[config.mk]
export PLATFORM = sky130hd
export DESIGN_NAME = contador_de_programa
export DESIGN_NICKNAME = d
export VERILOG_FILES = /design/src/rtl/contador_de_programa_pkg.sv /design/src/rtl/contador_de_programa_pilha_retorno.sv /design/src/rtl/contador_de_programa.sv
export SDC_FILE = /design/constraint.sdc
export NUM_CORES = 1
export LEC_CHECK = 0
export BUFFER_PORTS_ARGS = -buffer_cell sky130_fd_sc_hd__buf_4
export CORE_ASPECT_RATIO = 2
export CORE_UTILIZATION = 35
export CTS_CLUSTER_DIAMETER = 60
export DETAILED_ROUTE_END_ITERATION = 8
export REMOVE_ABC_BUFFERS = 1
export SKIP_CTS_REPAIR_TIMING = 1
export SLEW_MARGIN = 10
export SYNTH_ARGS = -nofsm -noshare
export SYNTH_HDL_FRONTEND = slang
export SYNTH_SLANG_ARGS = --single-unit
[constraint.sdc]
create_clock -name clock -period 3.2 [get_ports clock]
set_input_delay 0.32 -clock clock [delete_from_list [all_inputs] [get_ports clock]]
set_output_delay 0.32 -clock clock [all_outputs]
set_load 0.05 [all_outputs]
[src/rtl/contador_de_programa_pkg.sv]
// Shared processor constants: PC width, ALU op codes, fetch-sequencer states.
// Imported by the ALU, decoder and program counter.
package pacote_processador;

   localparam int LARGURA_PC_PADRAO = 16;

   localparam logic [4:0] OP_BEQ   = 5'b01001;
   localparam logic [4:0] OP_BNE   = 5'b01010;
   localparam logic [4:0] OP_PARAR = 5'b10101;

   typedef enum logic [1:0] {
      BUSCA,
      EXECUTA,
      PARADO
   } estado_t;

   function automatic logic eh_desvio(input logic [4:0] op);
      return (op == OP_BEQ) || (op == OP_BNE);
   endfunction

endpackage

[src/rtl/contador_de_programa_pilha_retorno.sv]
// Return-address LIFO, PROF entries; top of stack readable combinationally, push/pop take one edge.
// Full/empty are flags only: push when full and pop when empty are dropped here.
module pilha_retorno #(
   parameter int LARGURA = 16,
   parameter int PROF    = 4
) (
   input  logic               clock,
   input  logic               reset,
   input  logic               push,
   input  logic               pop,
   input  logic [LARGURA-1:0] dado_in,
   output logic [LARGURA-1:0] dado_out,
   output logic               cheia,
   output logic               vazia
);

   localparam int LP = $clog2(PROF + 1);
   localparam int LI = $clog2(PROF);

   logic [LARGURA-1:0] mem [PROF];
   logic [LP-1:0]      sp;
   logic [LI-1:0]      idx_escrita;
   logic [LI-1:0]      idx_topo;

   assign idx_escrita = LI'(sp);
   assign idx_topo    = LI'(sp - LP'(1));
   assign cheia       = (sp == LP'(PROF));
   assign vazia       = (sp == '0);
   assign dado_out    = mem[idx_topo];

   always_ff @(posedge clock) begin
      if (!reset) begin
         sp <= '0;
      end else if (push && !cheia) begin
         mem[idx_escrita] <= dado_in;
         sp               <= sp + LP'(1);
      end else if (pop && !vazia) begin
         sp <= sp - LP'(1);
      end
   end

endmodule

[src/rtl/contador_de_programa.sv]
// Program counter / fetch sequencer: BUSCA then EXECUTA, 2 cycles min per instruction; pausa holds EXECUTA,
// instr_valida gates BUSCA, halt op freezes until reset. Return stack built only with PILHA_RETORNO_EN.
module contador_de_programa
   import pacote_processador::*;
#(
   parameter int                    LARGURA_PC = LARGURA_PC_PADRAO,
   parameter logic [LARGURA_PC-1:0] PC_INICIAL = '0,
   parameter int                    PROF_PILHA = 4
) (
   input  logic                  clock,
   input  logic                  reset,
   input  logic [4:0]            controle_ula,
   input  logic [LARGURA_PC-1:0] branch,
   input  logic [LARGURA_PC-1:0] endereco_salto,
   input  logic                  salto,
   input  logic                  chama,
   input  logic                  retorna,
   input  logic                  instr_valida,
   input  logic                  pausa,
   output logic [LARGURA_PC-1:0] pc,
   output logic                  busca,
   output logic                  executa,
   output logic                  parado,
   output logic                  erro_pilha,
   output logic [15:0]           instrucoes
);

   estado_t               estado;
   logic [LARGURA_PC-1:0] pc_q;
   logic [LARGURA_PC-1:0] pc_mais_um;
   logic [LARGURA_PC-1:0] pc_prox;
   logic                  busca_q;
   logic                  executa_q;
   logic                  parado_q;
   logic [15:0]           instrucoes_q;

   assign pc_mais_um = pc_q + LARGURA_PC'(1);

`ifdef PILHA_RETORNO_EN
   logic                  pilha_push;
   logic                  pilha_pop;
   logic                  pilha_erro;
   logic                  pilha_cheia;
   logic                  pilha_vazia;
   logic [LARGURA_PC-1:0] pilha_dado;
   logic                  conclui;
   logic                  erro_q;

   // Stack only moves when the instruction actually retires with a non-halt op.
   assign conclui = (estado == EXECUTA) && !pausa && (controle_ula != OP_PARAR);

   pilha_retorno #(
      .LARGURA (LARGURA_PC),
      .PROF    (PROF_PILHA)
   ) u_pilha (
      .clock    (clock),
      .reset    (reset),
      .push     (conclui && pilha_push),
      .pop      (conclui && pilha_pop),
      .dado_in  (pc_mais_um),
      .dado_out (pilha_dado),
      .cheia    (pilha_cheia),
      .vazia    (pilha_vazia)
   );

   always_comb begin
      pc_prox    = pc_mais_um;
      pilha_push = 1'b0;
      pilha_pop  = 1'b0;
      pilha_erro = 1'b0;
      if (eh_desvio(controle_ula)) begin
         pc_prox = branch;
      end else if (retorna) begin
         if (pilha_vazia) begin
            pilha_erro = 1'b1;
         end else begin
            pc_prox   = pilha_dado;
            pilha_pop = 1'b1;
         end
      end else if (chama) begin
         pc_prox = endereco_salto;
         if (pilha_cheia) pilha_erro = 1'b1;
         else             pilha_push = 1'b1;
      end else if (salto) begin
         pc_prox = endereco_salto;
      end
   end

   always_ff @(posedge clock) begin
      if (!reset)                       erro_q <= 1'b0;
      else if (conclui && pilha_erro)   erro_q <= 1'b1;
   end

   assign erro_pilha = erro_q;
`else
   logic retorna_unused;

   assign retorna_unused = retorna & (PROF_PILHA > 0);

   always_comb begin
      pc_prox = pc_mais_um;
      if (eh_desvio(controle_ula))  pc_prox = branch;
      else if (chama || salto)      pc_prox = endereco_salto;
   end

   assign erro_pilha = 1'b0;
`endif

   // busca drops for the first cycle after reset; a fetch is accepted only while busca is up.
   always_ff @(posedge clock) begin
      if (!reset) begin
         estado       <= BUSCA;
         pc_q         <= PC_INICIAL;
         busca_q      <= 1'b0;
         executa_q    <= 1'b0;
         parado_q     <= 1'b0;
         instrucoes_q <= '0;
      end else begin
         case (estado)
            BUSCA: begin
               if (busca_q && instr_valida) begin
                  estado    <= EXECUTA;
                  busca_q   <= 1'b0;
                  executa_q <= 1'b1;
               end else begin
                  busca_q   <= 1'b1;
               end
            end
            EXECUTA: begin
               if (!pausa) begin
                  executa_q <= 1'b0;
                  if (instrucoes_q != 16'hFFFF) instrucoes_q <= instrucoes_q + 16'd1;
                  if (controle_ula == OP_PARAR) begin
                     estado   <= PARADO;
                     parado_q <= 1'b1;
                  end else begin
                     estado   <= BUSCA;
                     busca_q  <= 1'b1;
                     pc_q     <= pc_prox;
                  end
               end
            end
            default: begin
               busca_q   <= 1'b0;
               executa_q <= 1'b0;
               parado_q  <= 1'b1;
            end
         endcase
      end
   end

   assign pc         = pc_q;
   assign busca      = busca_q;
   assign executa    = executa_q;
   assign parado     = parado_q;
   assign instrucoes = instrucoes_q;

endmodule

==> run_results.csv, run 1 <==
group,metric,value,unit
setup_path,crit_start,"estado[0]",
final_layout,utilization,48.7,%
power,p_int,834,uW
outcome,outcome,"complete, but fails checks",
global_routing,grt_use_total,20.5,%
global_routing,grt_max_degree,25,
cts,cts_root_buf,"clkbuf_16",
setup_path,timing.rr.end,"pc[15]",
power,power.leakage,1.21,nW
route,ant_nets,0,
cts,tritoncts,"built",
yosys,async_flop_share,0,%
power,power_density,390,mW/mm2
floorplanning,die_h,114,um
yosys,synth_top_area_share,34.0,%
yosys,ys_warn_count,0,
worst_hold_path,holdCritPathClass,"in -> reg",
final_layout,final_area,0.00293,mm2
floorplanning,die_w,57.8,um
setup_path,cp_top_family,"simple AND/OR/NAND/NOR gates",
setup_path,arrival,2.21,ns
setup_path,cp.required,3.38,ns
final_layout,drive_gt1_share,28.1,%
yosys,synthTopCellsByArea,"dfxtp_1 (34%), nor2_1 (6.9%), a21oi_1 (6.4%)",
floorplanning,rows,40,
route,wirelength,6430,um
place,placed_cell_area,0.00279,mm2
yosys,netlist_area,0.00218,mm2
yosys,yosysUniqueCellTypes,46,
global_routing,grt_first_pass_wirelength,10600,um
floorplanning,design.portCount,80,
yosys,synth_enable_flop_cells,0,
route,wl_per_cell,15.3,um
power,seqPwrFrac,42.8,%
setup_path,crit_cells,4,
place,io_buffers,77,
yosys,synth.largest_area_cell,"dfxtp_1",
floorplanning,die_area,0.00656,mm2
route,dr.pass1.iters,6,
place,dp.cells,411,
setup_path,setup.worst_path.end_class,"flip-flop",
worst_hold_path,min_to,"pc[11]",
final_layout,fin_nets,401,
outcome,violations,"design-rule violations",
yosys,ys_top_cells_by_count,"nor2_1 (40), dfxtp_1 (37), a21oi_1 (28)",
power,peakVddDrop,178,uV
yosys,yosys_most_used_dff,"dfxtp_1",
worst_hold_path,whs_path_depth,3,
setup_path,reg2reg_depth,4,
power,switchingPower,306,uW
power,p_comb_share,15.7,%
yosys,synthCells,282,
place,gp_congestion,0.820,
sta,timing.slew.headroom,48.7,%
power,p_clk_share,41.5,%
final_layout,diodes,0,
yosys,ys_ff_latch,37,
global_routing,gr-total-overflow,0,
cts,cts_buffers,5,
setup_path,reg2reg_slack,1.17,ns
yosys,synth.most_common_cell,"nor2_1",
sta,period_minus_slack,2.03,ns
power,swShare,26.9,%
sta,rsz0062_at_grt,"false",
place,dp_hpwl,4750,um
final_layout,synthToLayoutAreaGrowth,34.4,%
final_layout,final_cells,419,
cts,ctsHtreeMaxLevel,2,
sta,setup_tns,0,ns
setup_path,cp_slowest_cell,"nor2_2",
setup_path,max_stage_delay,0.63,ns
cts,clk_path_buf_depth,2,
setup_path,crit_type,"reg -> reg",
sta,setup_viol,0,
floorplanning,initial_core_util,36.3,%
yosys,avgSynthCellArea,7.72,um2
global_routing,grt_antenna_before_repair,0,
sta,timing_hold_violations_final,0,
route,drt_iter0_markers,63,
floorplanning,core,0.00601,mm2
cts,clkSlewWorstSetupHoldPaths,0.06,ns
route,route.detailed.drc,7,
worst_hold_path,hp-start,"branch[11]",
setup_path,crit_chain,"or3b_1 -> nor2_2 -> nor2_1 -> o32ai_1",
sta,final_max_slew_viol_count,0,
cts,numClockSinks,37,
route,route.vias.total,2333,
cts,clk_latency,0.27,ns
sta,worst_pin_slew,0.769,ns
sta,fin_crit_sh,63.5,%
sta,timing.fmax,492,MHz
power,total_power,1.14,mW
flow_run,cap_violations,0,
route,vias_per_cell,5.57,
yosys,ys_seq_area_share,34.0,%
setup_path,r2r_start,"estado[0]",
setup_path,crit_fanout,18,
setup_path,cp.buffers_inverters,0,
sta,skew,0.00379,ns
global_routing,grt_pass1_vias,2332,
setup_path,cp-start-kind,"flip-flop",
-- flip-flops by register name (all words and copies together), names as in the netlist --
signal	flops
instrucoes	16
parado	1
estado	2
busca	1
executa	1
pc	16
-- logic make-up after synthesis --
| group | share of synthesized area [%] |
|---|---|
| other | 0.172 |
| adders and majority gates | 1.15 |
| and+or+nand+nor | 30.7 |
| xor gates and xnor gates | 10.1 |
| AOI/OAI and AO/OA | 20.2 |
| buffers and inverters | 3.68 |
| DFF | 34.0 |
-- cells in the final DEF (no fill, tap or decap), drive strengths merged, types with 2 or more instances in the layout --
master / instances
xnor2: 15
dfxtp: 37
nor2: 42
and3: 5
and4: 5
clkbuf: 6
o211ai: 3
inv: 3
a31oi: 7
nor4: 4
clkinv: 2
ha: 2
nor3: 8
nand2: 23
nand4: 10
xor2: 10
a21oi: 28
nor4b: 2
nand3: 15
a211oi: 3
or3: 2
or2: 3
nor3b: 3
o21ai: 22
buf: 80
o32ai: 3
or3b: 2
-- tightest hold or removal path: stages --
cell and delay (ns):
buf_4 0.08, a21oi_1 0.05, a21oi_1 0.11
-- how the worst max path moves through the flow --
stage,end,slack (ns)
2_1_floorplan,pc[14],1.15
3_3_place_gp,pc[12],1.17
3_5_place_dp,pc[12],1.15
4_1_cts,pc[15],1.13
5_1_grt,pc[1],0.92
6_report,pc[15],1.17
-- power groups by stage --
stage | registers, mW | clock network [mW] | logic [mW]
6_report | 0.488 | 0.473 | 0.179
3_5_place_dp | 0.498 | 0 | 0.180
3_3_place_gp | 0.498 | 0 | 0.179
4_1_cts | 0.488 | 0.484 | 0.181
5_1_grt | 0.490 | 0.498 | 0.196
2_1_floorplan | 0.531 | 0 | 0.0631
-- layer usage --
metal	global-route usage [%]	share of wire, %
met2	38.9	55
met1	21.4	39
met3	3.29	4.3
met5	0	0
met4	8.57	1.8
-- metrics by stage --
step	setup slack (ns)	hold WS, ns
global placement	1.17	0.475
detailed placement	1.15	0.489
finish	1.17	0.323
global route	0.924	0.347
floorplan	1.15	0.442
CTS	1.13	0.318
-- area by class of cell --
type	instances	area, um2
well taps	63	78.8
clock inverters	2	10.0
flip-flops and latches	37	741
clock buffers	6	129
repair buffers	80	601
multi-input cells	228	1360
inverters	3	11.3
fillers	646	3080
Power figures use the tool's default switching activity.
==> run 2: changes to the inputs <==
==> constraint.sdc (replaced) <==
create_clock -name clock -period 1.74 [get_ports clock]
set_input_delay 0.174 -clock clock [delete_from_list [all_inputs] [get_ports clock]]
set_output_delay 0.174 -clock clock [all_outputs]
set_load 0.05 [all_outputs]
==> run 2 against run 1 <==
Against the previous run:
- the flow still finishes with violations (design-rule violations)
- global-route usage is 1.5 points higher
- largest cell class unchanged
- via count is 6.3% higher
- sequential cell count stayed put
- fmax increased by 22%
- worst hold slack worse by 0.17 ns
- clock skew barely moved
- wire length rose by 12%
- sequential power grew 83%
- largest power group is now clock
- final cell count rose by 8.6%
- clock power rose by 130%
- core utilization rose by 7.0 points
- critical endpoint is now instrucoes[13]
- setup slack worse by 1.1 ns
==> run_results.csv, run 2 (synthesized netlist as in run 1, its figures left out) <==
group,metric,value,unit
outcome,outcome,"complete, but fails checks",
outcome,violations,"design-rule violations",
power,p_int,1.76,mW
global_routing,grt_max_degree,25,
power,p_comb_share,16.2,%
sta,setup_viol,0,
cts,cts_buffers,5,
cts,cts_root_buf,"clkbuf_16",
route,drt_iter0_markers,84,
power,power.leakage,1.44,nW
cts,clkSlewWorstSetupHoldPaths,0.06,ns
route,wl_per_cell,15.8,um
setup_path,cp.buffers_inverters,1,
route,dr.pass1.iters,7,
power,total_power,2.35,mW
setup_path,reg2reg_depth,6,
setup_path,cp.required,1.92,ns
setup_path,max_stage_delay,0.36,ns
final_layout,diodes,0,
floorplanning,die_w,57.8,um
floorplanning,die_h,114,um
global_routing,gr-total-overflow,0,
sta,period_minus_slack,1.67,ns
global_routing,grt_antenna_before_repair,0,
floorplanning,design.portCount,80,
worst_hold_path,holdCritPathClass,"in -> reg",
setup_path,crit_cells,6,
setup_path,reg2reg_slack,0.07,ns
setup_path,cp-endpoint,"instrucoes[13]",
final_layout,synthToLayoutAreaGrowth,53.7,%
setup_path,r2r_start,"estado[1]",
floorplanning,die_area,0.00656,mm2
place,gp_congestion,0.855,
sta,final_max_slew_viol_count,0,
global_routing,grt_first_pass_wirelength,10900,um
cts,ctsHtreeMaxLevel,2,
sta,rsz0062_at_grt,"true",
cts,clk_latency,0.28,ns
place,dp_hpwl,5290,um
setup_path,setup.worst_path.end_class,"flip-flop",
final_layout,fin_nets,437,
power,power_density,702,mW/mm2
final_layout,layout_common_cells,"buf_4 (112), nor2_1 (39), dfxtp_1 (36)",
power,switchingPower,591,uW
flow_run,cap_violations,0,
floorplanning,initial_core_util,36.3,%
setup_path,arrival,1.85,ns
cts,clk_path_buf_depth,2,
sta,skew,0.00387,ns
place,io_buffers,77,
place,placed_cell_area,0.00307,mm2
sta,fin_crit_sh,96.1,%
place,dp.cells,443,
sta,timing.slew.headroom,60.8,%
final_layout,nFillCells,590,
setup_path,crit_type,"reg -> reg",
sta,worst_pin_slew,0.586,ns
cts,numClockSinks,37,
sta,finalWorstSetupSlack,0.0677,ns
power,peakVddDrop,442,uV
sta,timing_hold_violations_final,0,
route,ant_nets,0,
setup_path,cp_top_family,"simple AND/OR/NAND/NOR gates",
setup_path,crit_chain,"buf_4 -> nor3b_4 -> nand3_1 -> nor4b_2 -> xnor2_1 -> nor2_1",
final_layout,seqCellArea,742,um2
setup_path,cp_slowest_cell,"nor4b_2",
power,p_clk_share,45.9,%
final_layout,final_cells,455,
floorplanning,rows,40,
final_layout,final_area,0.00335,mm2
final_layout,drive_gt1_share,37.2,%
sta,hold-worst-slack,0.149,ns
setup_path,crit_start,"estado[1]",
global_routing,grt_pass1_vias,2382,
final_layout,multiInputGateArea,0.00142,mm2
final_layout,final_common_cell,"buf_4",
route,vias_per_cell,5.45,
place,pre_cts_ws,-0.0334,ns
sta,timing.fmax,598,MHz
global_routing,grt_use_total,22.0,%
route,route.vias.total,2480,
route,wirelength,7180,um
setup_path,crit_fanout,6,
setup_path,timing.rr.end,"instrucoes[13]",
route,route.detailed.drc,7,
power,seqPwrFrac,37.9,%
power,swShare,25.2,%
floorplanning,core,0.00601,mm2
cts,tritoncts,"built",
setup_path,cp-start-kind,"flip-flop",
-- run 2: power by group through the flow --
| stage | clock network [mW] | registers [mW] | logic (mW) |
|---|---|---|---|
| after CTS | 1.10 | 0.890 | 0.373 |
| after global routing | 1.13 | 0.893 | 0.410 |
| final | 1.08 | 0.891 | 0.381 |
| after global placement | 0 | 0.909 | 0.369 |
| after floorplan | 0 | 0.977 | 0.116 |
| after detailed placement | 0 | 0.909 | 0.371 |
-- run 2: metal layers --
layer	up-vias	global-route usage (%)	share of wire [%]
met3	9	4.42	4.6
met2	78	43.1	58
met1	1154	20.7	36
met5	-	0	0
li1	1239	-	-
met4	0	10.5	1.7
-- run 2: final cells by class --
cell class,instances,share of cell area [%]
multi-input combinational,228,42.5
timing repair buffer,116,27.5
sequential,37,22.2
clock buffer,7,4.26
tap,63,2.36
clock inverter,1,0.897
inverter,3,0.336
-- run 2: worst min-delay path by stage --
stage,depth (start not counted),to,start
after floorplan,1,estado[1],reset
after global placement,3,pc[11],branch[11]
after detailed placement,3,pc[11],branch[11]
after CTS,3,pc[11],branch[11]
after global routing,3,pc[11],branch[11]
final,3,pc[11],branch[11]
-- run 2: worst reg2reg max path: stages (launching register included) --
cell	delay, ns
dfxtp_2	0.34
buf_4	0.14
nor3b_4	0.28
nand3_1	0.25
nor4b_2	0.36
xnor2_1	0.15
nor2_1	0.05
-- run 2: per-stage QoR --
| stage | util [%] | setup TNS, ns |
|---|---|---|
| global route | 55.7 | 0 |
| floorplan | - | -3.80 |
| CTS | 53.9 | -0.0241 |
| finish | 55.7 | 0 |
| detailed placement | 51.0 | -0.108 |
| global placement | 51.0 | -0.0116 |
